===== src/rtl/tdm_mux_16x1_pkg.sv =====
// Shared constants and types for the 16-channel TDM transmitter.
// Used by the interface, the channel counter and the top level.
package tdm_pkg;

   localparam int N_CH  = 16;
   localparam int SEL_W = 4;

   localparam logic [SEL_W-1:0] CH_FIRST = 4'd0;
   localparam logic [SEL_W-1:0] CH_LAST  = 4'd15;

   typedef enum logic {
      IDLE = 1'b0,
      SEND = 1'b1
   } tdm_state_e;

endpackage


===== src/rtl/tdm_mux_16x1_if.sv =====
// Parallel-request and serial valid/ready bundle between the frame source,
// the TDM transmitter and the downstream demultiplexer.
interface tdm_mux_16x1_if;
   import tdm_pkg::*;

   logic             start;
   logic [N_CH-1:0]  din;
   logic             ready;
   logic             y;
   logic [SEL_W-1:0] sel;
   logic             valid;
   logic             sof;
   logic             eof;
   logic             busy;
   logic             done;

   // The source/sink side that drives requests and back-pressure.
   modport master (
      output start, din, ready,
      input  y, sel, valid, sof, eof, busy, done
   );

   // The transmitter itself.
   modport slave (
      input  start, din, ready,
      output y, sel, valid, sof, eof, busy, done
   );

endinterface


===== src/rtl/tdm_mux_16x1_chan_cnt.sv =====
// Four-bit channel index with synchronous clear and increment enable.
// Saturates at the last channel; the parent handles leaving channel 15 via clear.
module tdm_chan_cnt
   import tdm_pkg::*;
(
   input  logic             clk,
   input  logic             rst_n,
   input  logic             clr_i,
   input  logic             inc_i,
   output logic [SEL_W-1:0] cnt_o,
   output logic [SEL_W-1:0] cnt_next_o,
   output logic             is_last_o
);

   logic [SEL_W-1:0] cnt_q;
   logic [SEL_W-1:0] cnt_d;

   // Next value is exported so the parent can register outputs from it.
   always_comb begin
      cnt_d = cnt_q;
      if (clr_i) begin
         cnt_d = CH_FIRST;
      end else if (inc_i && (cnt_q != CH_LAST)) begin
         cnt_d = cnt_q + 1'b1;
      end
   end

   always_ff @(posedge clk or negedge rst_n) begin
      if (!rst_n) begin
         cnt_q <= CH_FIRST;
      end else begin
         cnt_q <= cnt_d;
      end
   end

   assign cnt_o      = cnt_q;
   assign cnt_next_o = cnt_d;
   assign is_last_o  = (cnt_q == CH_LAST);

endmodule


===== src/rtl/tdm_mux_16x1.sv =====
// Sixteen-channel TDM transmitter: captures a 16-bit word on start and
// serialises it one channel per accepted beat, with all outputs registered.
module tdm_mux_16x1
   import tdm_pkg::*;
(
   input  logic           clk,
   input  logic           rst_n,
   tdm_mux_16x1_if.slave  bus
);

   tdm_state_e       state_q;
   tdm_state_e       state_d;
   logic [N_CH-1:0]  shadow_q;
   logic [N_CH-1:0]  shadow_d;

   logic             y_q;
   logic             y_d;
   logic [SEL_W-1:0] sel_q;
   logic [SEL_W-1:0] sel_d;
   logic             valid_q;
   logic             valid_d;
   logic             sof_q;
   logic             sof_d;
   logic             eof_q;
   logic             eof_d;
   logic             busy_q;
   logic             busy_d;
   logic             done_q;
   logic             done_d;

   logic             accept;
   logic             capture;
   logic             cntClr;
   logic             cntInc;
   logic             isLast;
   logic [SEL_W-1:0] cnt;
   logic [SEL_W-1:0] cntNext;

   tdm_chan_cnt u_chan_cnt (
      .clk        (clk),
      .rst_n      (rst_n),
      .clr_i      (cntClr),
      .inc_i      (cntInc),
      .cnt_o      (cnt),
      .cnt_next_o (cntNext),
      .is_last_o  (isLast)
   );

   assign accept = (state_q == SEND) && bus.ready;

   // Frame sequencing; a start on the channel-15 acceptance chains the next frame.
   always_comb begin
      state_d = state_q;
      capture = 1'b0;
      cntClr  = 1'b0;
      cntInc  = 1'b0;
      done_d  = 1'b0;
      case (state_q)
         IDLE: begin
            if (bus.start) begin
               state_d = SEND;
               capture = 1'b1;
               cntClr  = 1'b1;
            end
         end
         SEND: begin
            if (accept) begin
               if (isLast) begin
                  done_d = 1'b1;
                  cntClr = 1'b1;
                  if (bus.start) begin
                     capture = 1'b1;
                  end else begin
                     state_d = IDLE;
                  end
               end else begin
                  cntInc = 1'b1;
               end
            end
         end
         default: begin
            state_d = IDLE;
         end
      endcase
   end

   assign shadow_d = capture ? bus.din : shadow_q;

   // Output next-values come from next state/counter so every output is a flop.
   always_comb begin
      y_d     = 1'b0;
      sel_d   = '0;
      valid_d = 1'b0;
      sof_d   = 1'b0;
      eof_d   = 1'b0;
      busy_d  = 1'b0;
      if (state_d == SEND) begin
         y_d     = shadow_d[cntNext];
         sel_d   = cntNext;
         valid_d = 1'b1;
         sof_d   = (cntNext == CH_FIRST);
         eof_d   = (cntNext == CH_LAST);
         busy_d  = 1'b1;
      end
   end

   always_ff @(posedge clk or negedge rst_n) begin
      if (!rst_n) begin
         state_q  <= IDLE;
         shadow_q <= '0;
         y_q      <= 1'b0;
         sel_q    <= '0;
         valid_q  <= 1'b0;
         sof_q    <= 1'b0;
         eof_q    <= 1'b0;
         busy_q   <= 1'b0;
         done_q   <= 1'b0;
      end else begin
         state_q  <= state_d;
         shadow_q <= shadow_d;
         y_q      <= y_d;
         sel_q    <= sel_d;
         valid_q  <= valid_d;
         sof_q    <= sof_d;
         eof_q    <= eof_d;
         busy_q   <= busy_d;
         done_q   <= done_d;
      end
   end

   assign bus.y     = y_q;
   assign bus.sel   = sel_q;
   assign bus.valid = valid_q;
   assign bus.sof   = sof_q;
   assign bus.eof   = eof_q;
   assign bus.busy  = busy_q;
   assign bus.done  = done_q;

endmodule


===== src/flat_wrapper.sv =====
// flat-port wrapper written by rule: the top's interface ports become plain ports
module tdm_mux_16x1_flat import tdm_pkg::*;
  (clk, rst_n, bus_start, bus_din, bus_ready, bus_y, bus_sel, bus_valid, bus_sof, bus_eof, bus_busy, bus_done);
  tdm_mux_16x1_if bus_i ();
  input  logic clk;
  input  logic rst_n;
  input wire logic [$bits(bus_i.start)-1:0] bus_start;
  input wire logic [$bits(bus_i.din)-1:0] bus_din;
  input wire logic [$bits(bus_i.ready)-1:0] bus_ready;
  output wire logic [$bits(bus_i.y)-1:0] bus_y;
  output wire logic [$bits(bus_i.sel)-1:0] bus_sel;
  output wire logic [$bits(bus_i.valid)-1:0] bus_valid;
  output wire logic [$bits(bus_i.sof)-1:0] bus_sof;
  output wire logic [$bits(bus_i.eof)-1:0] bus_eof;
  output wire logic [$bits(bus_i.busy)-1:0] bus_busy;
  output wire logic [$bits(bus_i.done)-1:0] bus_done;
  assign bus_i.start = bus_start;
  assign bus_i.din = bus_din;
  assign bus_i.ready = bus_ready;
  assign bus_y = bus_i.y;
  assign bus_sel = bus_i.sel;
  assign bus_valid = bus_i.valid;
  assign bus_sof = bus_i.sof;
  assign bus_eof = bus_i.eof;
  assign bus_busy = bus_i.busy;
  assign bus_done = bus_i.done;
  tdm_mux_16x1 u_core (.clk(clk), .rst_n(rst_n), .bus(bus_i));
endmodule

===== config.mk =====
export PLATFORM = sky130hd
export DESIGN_NAME = tdm_mux_16x1_flat
export DESIGN_NICKNAME = d
export VERILOG_FILES = /design/src/rtl/tdm_mux_16x1_pkg.sv /design/src/rtl/tdm_mux_16x1_if.sv /design/src/rtl/tdm_mux_16x1_chan_cnt.sv /design/src/rtl/tdm_mux_16x1.sv /design/src/flat_wrapper.sv
export SDC_FILE = /design/constraint.sdc
export NUM_CORES = 1
export LEC_CHECK = 0
export CORE_ASPECT_RATIO = 0.6
export CORE_MARGIN = 1
export CORE_UTILIZATION = 40
export DETAILED_ROUTE_END_ITERATION = 16
export GPL_ROUTABILITY_DRIVEN = 1
export PLACE_DENSITY = 0.65
export SLEW_MARGIN = 20
export SYNTH_ARGS = -nofsm -noshare
export SYNTH_HDL_FRONTEND = slang
export SYNTH_SLANG_ARGS = --single-unit

===== constraint.sdc =====
create_clock -name clk -period 2.59 [get_ports clk]
set_input_delay 0.259 -clock clk [delete_from_list [all_inputs] [get_ports clk]]
set_output_delay 0.259 -clock clk [all_outputs]
set_load 0.01 [all_outputs]

Yosys cells after proc, flatten, opt, wreduce, memory -nomap -nowiden
Cells that the tools add are included.

storage, ports and cells
  flip-flop bits (word level) = 30
  bits in latches = 0
  bits in writable memories = 0
  ROM bits = 0
  word-level logic and storage cells = 42
  memories = 0

operators by class
  add/subtract/negate cells = 1
  multiply operators = 0
  divide/modulo/power cells = 0
  $lt $le $gt $ge = 1
  eq/ne operators = 3
  shift-type cells = 0
  mux-type cells = 24
  bitwise operators = 1
  reductions and logical operators = 3

operators with widths
  cell                 count
  $mux 1               16
  $mux 16              1
  $mux 4               3
  $eq 4x4->1 const B   2
  $pmux 1 s2           3
  $lt 4x5->1 const B   1
  $add 4x1->4 const B  1
  $bmux 1 s4           1
  $logic_not 4->1      1
  $ne 4x4->1 const B   1
  $logic_and 1x1->1    2
  $not 1->1            1

Depth between registers and ports, before layout
  word-level depth = 10
  gate-level depth with buffers = 8
  gate-level depth less buffers = 7

Hierarchy
Synthesis repeated with hierarchy kept, for this count alone.

second synthesis, totals
  cells, all modules = 102
  area, all modules = 1,341.3 um^2

by module, submodules not included
  module        times used  cells each  area an instance (um^2)
  tdm_mux_16x1  1           82          1,112.3
  tdm_chan_cnt  1           20          229.0

Worst setup path before layout
Ideal clock, no wire load.

  path kind = flip-flop to flip-flop
  start = register u_core.u_chan_cnt.cnt_q[0] (netlist: u_core.u_chan_cnt.cnt_o[0])
  end = register u_core.y_q (netlist: u_core.bus.y)
  library setup time = 0.133 ns
  arrival = 2.023 ns
  required time = 2.457 ns
  path slack = 0.435 ns
  cell stages (with the launch flop) = 9
  path buffers = 1
  path through = dfrtp_1 > ha_1 > nand4_2 > a21o_1 > buf_6 > mux2_4 > o21ba_1 > a2111oi_2 > nor4_1

RTL lines
  element                       line                         source
  from (decl)                   tdm_mux_16x1_chan_cnt.sv:15  logic [SEL_W-1:0] cnt_q;
  from (signal assigned)        tdm_mux_16x1_chan_cnt.sv:32  cnt_q <= cnt_d;
  $eq 4x4->1                    tdm_mux_16x1_chan_cnt.sv:38  assign is_last_o = (cnt_q == CH_LAST);
  $mux 1                        tdm_mux_16x1.sv:68           if (isLast) begin
  $mux 1                        tdm_mux_16x1.sv:67           if (accept) begin
  $pmux 1 s2                    tdm_mux_16x1.sv:58           case (state_q)
  $mux 16                       tdm_mux_16x1.sv:87           assign shadow_d = capture ? bus.din : shadow_q;
  net u_core.shadow_d[2]        tdm_mux_16x1.sv:14           logic [N_CH-1:0] shadow_d;
  $bmux 1 s4                    tdm_mux_16x1.sv:98           y_d = shadow_d[cntNext];
  $mux 1 (not written as such)  tdm_mux_16x1.sv:98
  $mux 1                        tdm_mux_16x1.sv:97           if (state_d == SEND) begin
  net u_core.y_d                tdm_mux_16x1.sv:17           logic y_d;
  to (signal assigned)          tdm_mux_16x1.sv:121          y_q <= y_d;
  to (decl)                     tdm_mux_16x1.sv:16           logic y_q;

The timed path passes the listed nets, and every way through them passes these cells. The select of a mux whose other input is x is not followed.

Worst setup path in the final report
  start = register u_core.u_chan_cnt.cnt_q[0] (netlist: u_core.u_chan_cnt.cnt_o[0])
  end = register u_core.y_q (netlist: u_core.bus.y)

between the ends
  word-level cells in the longest chain between the ends = 10

ends and longest elaborated chain
  element                       line                         source
  $eq 4x4->1                    tdm_mux_16x1_chan_cnt.sv:38
  $mux 1                        tdm_mux_16x1.sv:68
  $mux 1                        tdm_mux_16x1.sv:67
  $mux 1                        tdm_mux_16x1.sv:58
  $logic_and 1x1->1             tdm_mux_16x1_chan_cnt.sv:23  end else if (inc_i && (cnt_q != CH_LAST)) begin
  $mux 4                        tdm_mux_16x1_chan_cnt.sv:23
  $mux 4                        tdm_mux_16x1_chan_cnt.sv:21  if (clr_i) begin
  $bmux 1 s4                    tdm_mux_16x1.sv:98
  $mux 1 (not written as such)  tdm_mux_16x1.sv:98
  $mux 1 (*)                    tdm_mux_16x1.sv:97
  net u_core.y_d                tdm_mux_16x1.sv:17

Mark *: on every way through the listed nets, which the timed path passes. The rest lies on a longest branch. The select of a mux whose other input is x is not followed.

==> results.yml <==
status:
  outcome: "completed"
sta:
  slew_viol_final: 0
  timing.final.crit_share: 0.918
  skew_ns: 0.00604
  fmax_ghz: 0.421
  setup_viol: 0
  fin_tns_setup_ns: 0
  slew_headroom: 0.669
  worst_pin_slew_ns: 0.494
  hold_violations: 0
  grt_setup_unrepaired: "no"
  period_needed_ns: 2.38
pwr:
  ir_drop_mv: 0.525
  leakage_nw: 0.819
  p_per_area_nw_per_um2: 1020
floorplanning:
  core_um2: 3340
  rows: 16
  die_y_um: 48.4
  die_w_um: 79.3
  initial_core_util: 0.429
  io_pins: 30
  dieArea_um2: 3840
cts:
  cts_resized: 0
  clock_sinks: 29
  post_cts_buffers: 0
  htree_levels: 2
  cts_made_buffers: 5
  root_buffer: "clkbuf_8"
  cts_tree: "yes"
  clkTransAtPathRegs_ns: 0.06
  worstSkewPairLatency_ns: 0.27
  ctsHoldBuffers: 0
  cts.path.max_buffers: 2
synthesis:
  syn_area_um2: 1440
  synthTopCellsByCount: "dfrtp_1 (29), mux2_2 (15), mux2i_1 (8)"
  ys_types: 37
  synth.most_common_cell: "dfrtp_1"
  synth_top_area_share: 0.506
  syn-num-nets: 144
  ys_seq_area_frac: 0.506
  ys_seq_elements: 29
  synth_top_area_cell: "dfrtp_1"
  synthCells: 123
  synth_top_flop_cell: "dfrtp_1"
  synth-edff-count: 0
  yosys_warnings: 0
  synthTopCellsByArea: "dfrtp_1 (51%), mux2_2 (12%), mux2i_1 (5.6%)"
  async_flop_share: 1.00
  syn_avg_cell_area_um2: 11.7
detailed_routing:
  routed_wl_um: 2800
  antenna_left: 0
  drc_errors: 0
  vias: 1014
  vias_per_cell: 5.07
  dr.pass1.iters: 4
  wl_per_cell_um: 14.0
  drt_iter0_markers: 46
global_routing:
  grt_pass1_vias: 965
  gr-total-overflow: 0
  antenna_found_initial: 0
  grt.total_usage: 0.159
  grt_pass1_wl_um: 4550
  grt_max_degree: 30
worst_setup_path:
  start_kind: "flip-flop"
  critPathMaxFanout: 9
  path_class: "reg2reg"
  critPathRequiredTime_ns: 2.74
  arrival_ns: 2.52
  crit_path_end_kind: "flip-flop"
layout:
  antennaDiodeCount: 0
  fin_nets: 175
  fill_cells: 282
  synthToLayoutAreaGrowth_pct: 28.5
  multi_input_area_um2: 643
  layout-drive-gt1-share: 0.187
  seq_area_um2: 726
  utilization: 0.552
place:
  portBuffers: 29
  gp_congestion: 0.795
  hpwl_um: 2110
job:
  drv_cap: 0
min_path:
  hold_class: "in2async"
==> worst paths after layout <==
path	startpoint	slack, ns	to	depth (start not counted)
worst max-delay path	u_core.u_chan_cnt.cnt_o[0]$_DFF_PN0_	0.21	u_core.bus.y$_DFF_PN0_	8
worst min register to register	u_core.shadow_q[4]$_DFF_PN0_	0.51	u_core.shadow_q[4]$_DFF_PN0_	1
max in group asynchronous	rst_n	1.95	u_core.shadow_q[7]$_DFF_PN0_	2
worst min-delay path	rst_n	0.37	u_core.shadow_q[12]$_DFF_PN0_	2
min in group clk	u_core.shadow_q[4]$_DFF_PN0_	0.51	u_core.shadow_q[4]$_DFF_PN0_	1
worst max register to register	u_core.u_chan_cnt.cnt_o[0]$_DFF_PN0_	0.21	u_core.bus.y$_DFF_PN0_	8
==> placed cells by master, fill, tap and decap left out, types with 2 or more instances in the layout <==
| cell type | instances |
|---|---|
| buf_4 | 2 |
| a21oi_1 | 5 |
| mux2i_1 | 8 |
| nor2_1 | 6 |
| nand2_1 | 7 |
| clkinv_2 | 2 |
| dfrtp_1 | 29 |
| a22oi_1 | 4 |
| mux2_2 | 15 |
| nand3_1 | 4 |
| or3_1 | 2 |
| inv_1 | 3 |
| nor2b_1 | 2 |
| clkbuf_8 | 5 |
| nand2b_1 | 3 |
| clkdlybuf4s50_1 | 29 |
| o21ai_0 | 4 |
| and2_1 | 4 |
==> final cells by class <==
cell class | instances | share of cell area
flip-flops and latches | 29 | 0.393
multi-input cells | 83 | 0.349
repair buffers | 32 | 0.176
clock buffers | 6 | 0.0393
well taps | 45 | 0.0305
inverters | 3 | 0.00611
clock inverters | 2 | 0.00543
==> logic make-up (layout without fill, tap and decap cells) <==
logic type,count (synthesis),in the layout,share of synthesized area
buf+inv,11,43,0.0462
flops,29,29,0.506
fa+ha+maj,1,1,0.00872
xor+xnor,1,1,0.00610
compound gates,23,23,0.119
mux,24,24,0.184
simple gates,34,34,0.131
==> per-stage QoR <==
| stage | std cells | setup slack [ns] | hold WS [ns] | cell area [um2] | power, mW |
|---|---|---|---|---|---|
| 6_report | 200 | 0.214 | 0.372 | 1840 | 1.87 |
| 5_1_grt | 200 | 0.0551 | 0.424 | 1840 | 2.01 |
| 4_1_cts | 200 | 0.234 | 0.379 | 1840 | 1.89 |
| 3_5_place_dp | 192 | 0.141 | 0.496 | 1760 | 1.55 |
| 3_3_place_gp | 192 | 0.228 | 0.490 | 1760 | 1.52 |
| 2_1_floorplan | 123 | 0.435 | -0.0366 | 1440 | 1.28 |
==> where the power goes <==
group / total (mW) / switching, mW / leakage, nW / internal (mW)
logic: 0.754 / 0.334 / 0.421 / 0.420
registers: 0.783 / 0.131 / 0.354 / 0.652
clock network: 0.337 / 0.152 / 0.0450 / 0.185
total: 1.87 / 0.618 / 0.819 / 1.26
==> worst max-delay path, stage by stage (launching register included) <==
cell       delay (ns)
dfrtp_1          0.47
ha_1             0.34
nand3_1          0.20
a22oi_1          0.31
buf_12           0.18
mux2i_1          0.21
a211oi_2         0.09
a2111oi_2        0.36
nor4_1           0.09
==> sequential cells by signal (all words and copies together) (netlist names) <==
signal and cells:
u_core.bus.done 1, u_core.shadow_q 16, u_core.u_chan_cnt.cnt_o 4, u_core.bus.y 1, u_core.bus.sof 1, u_core.bus.eof 1, u_core.bus.sel 4, u_core.state_q 1
==> routing by layer <==
metal  wire (um)  part of all wire  up-vias  global-route usage
met5           0                 0        -                   0
met4           0                 0        0              0.0485
met3         189             0.067        0              0.0547
met2        1210              0.43       40               0.228
met1        1410              0.50      473               0.226
li1            -                 -      501                   -
Power figures use the tool's default switching activity.
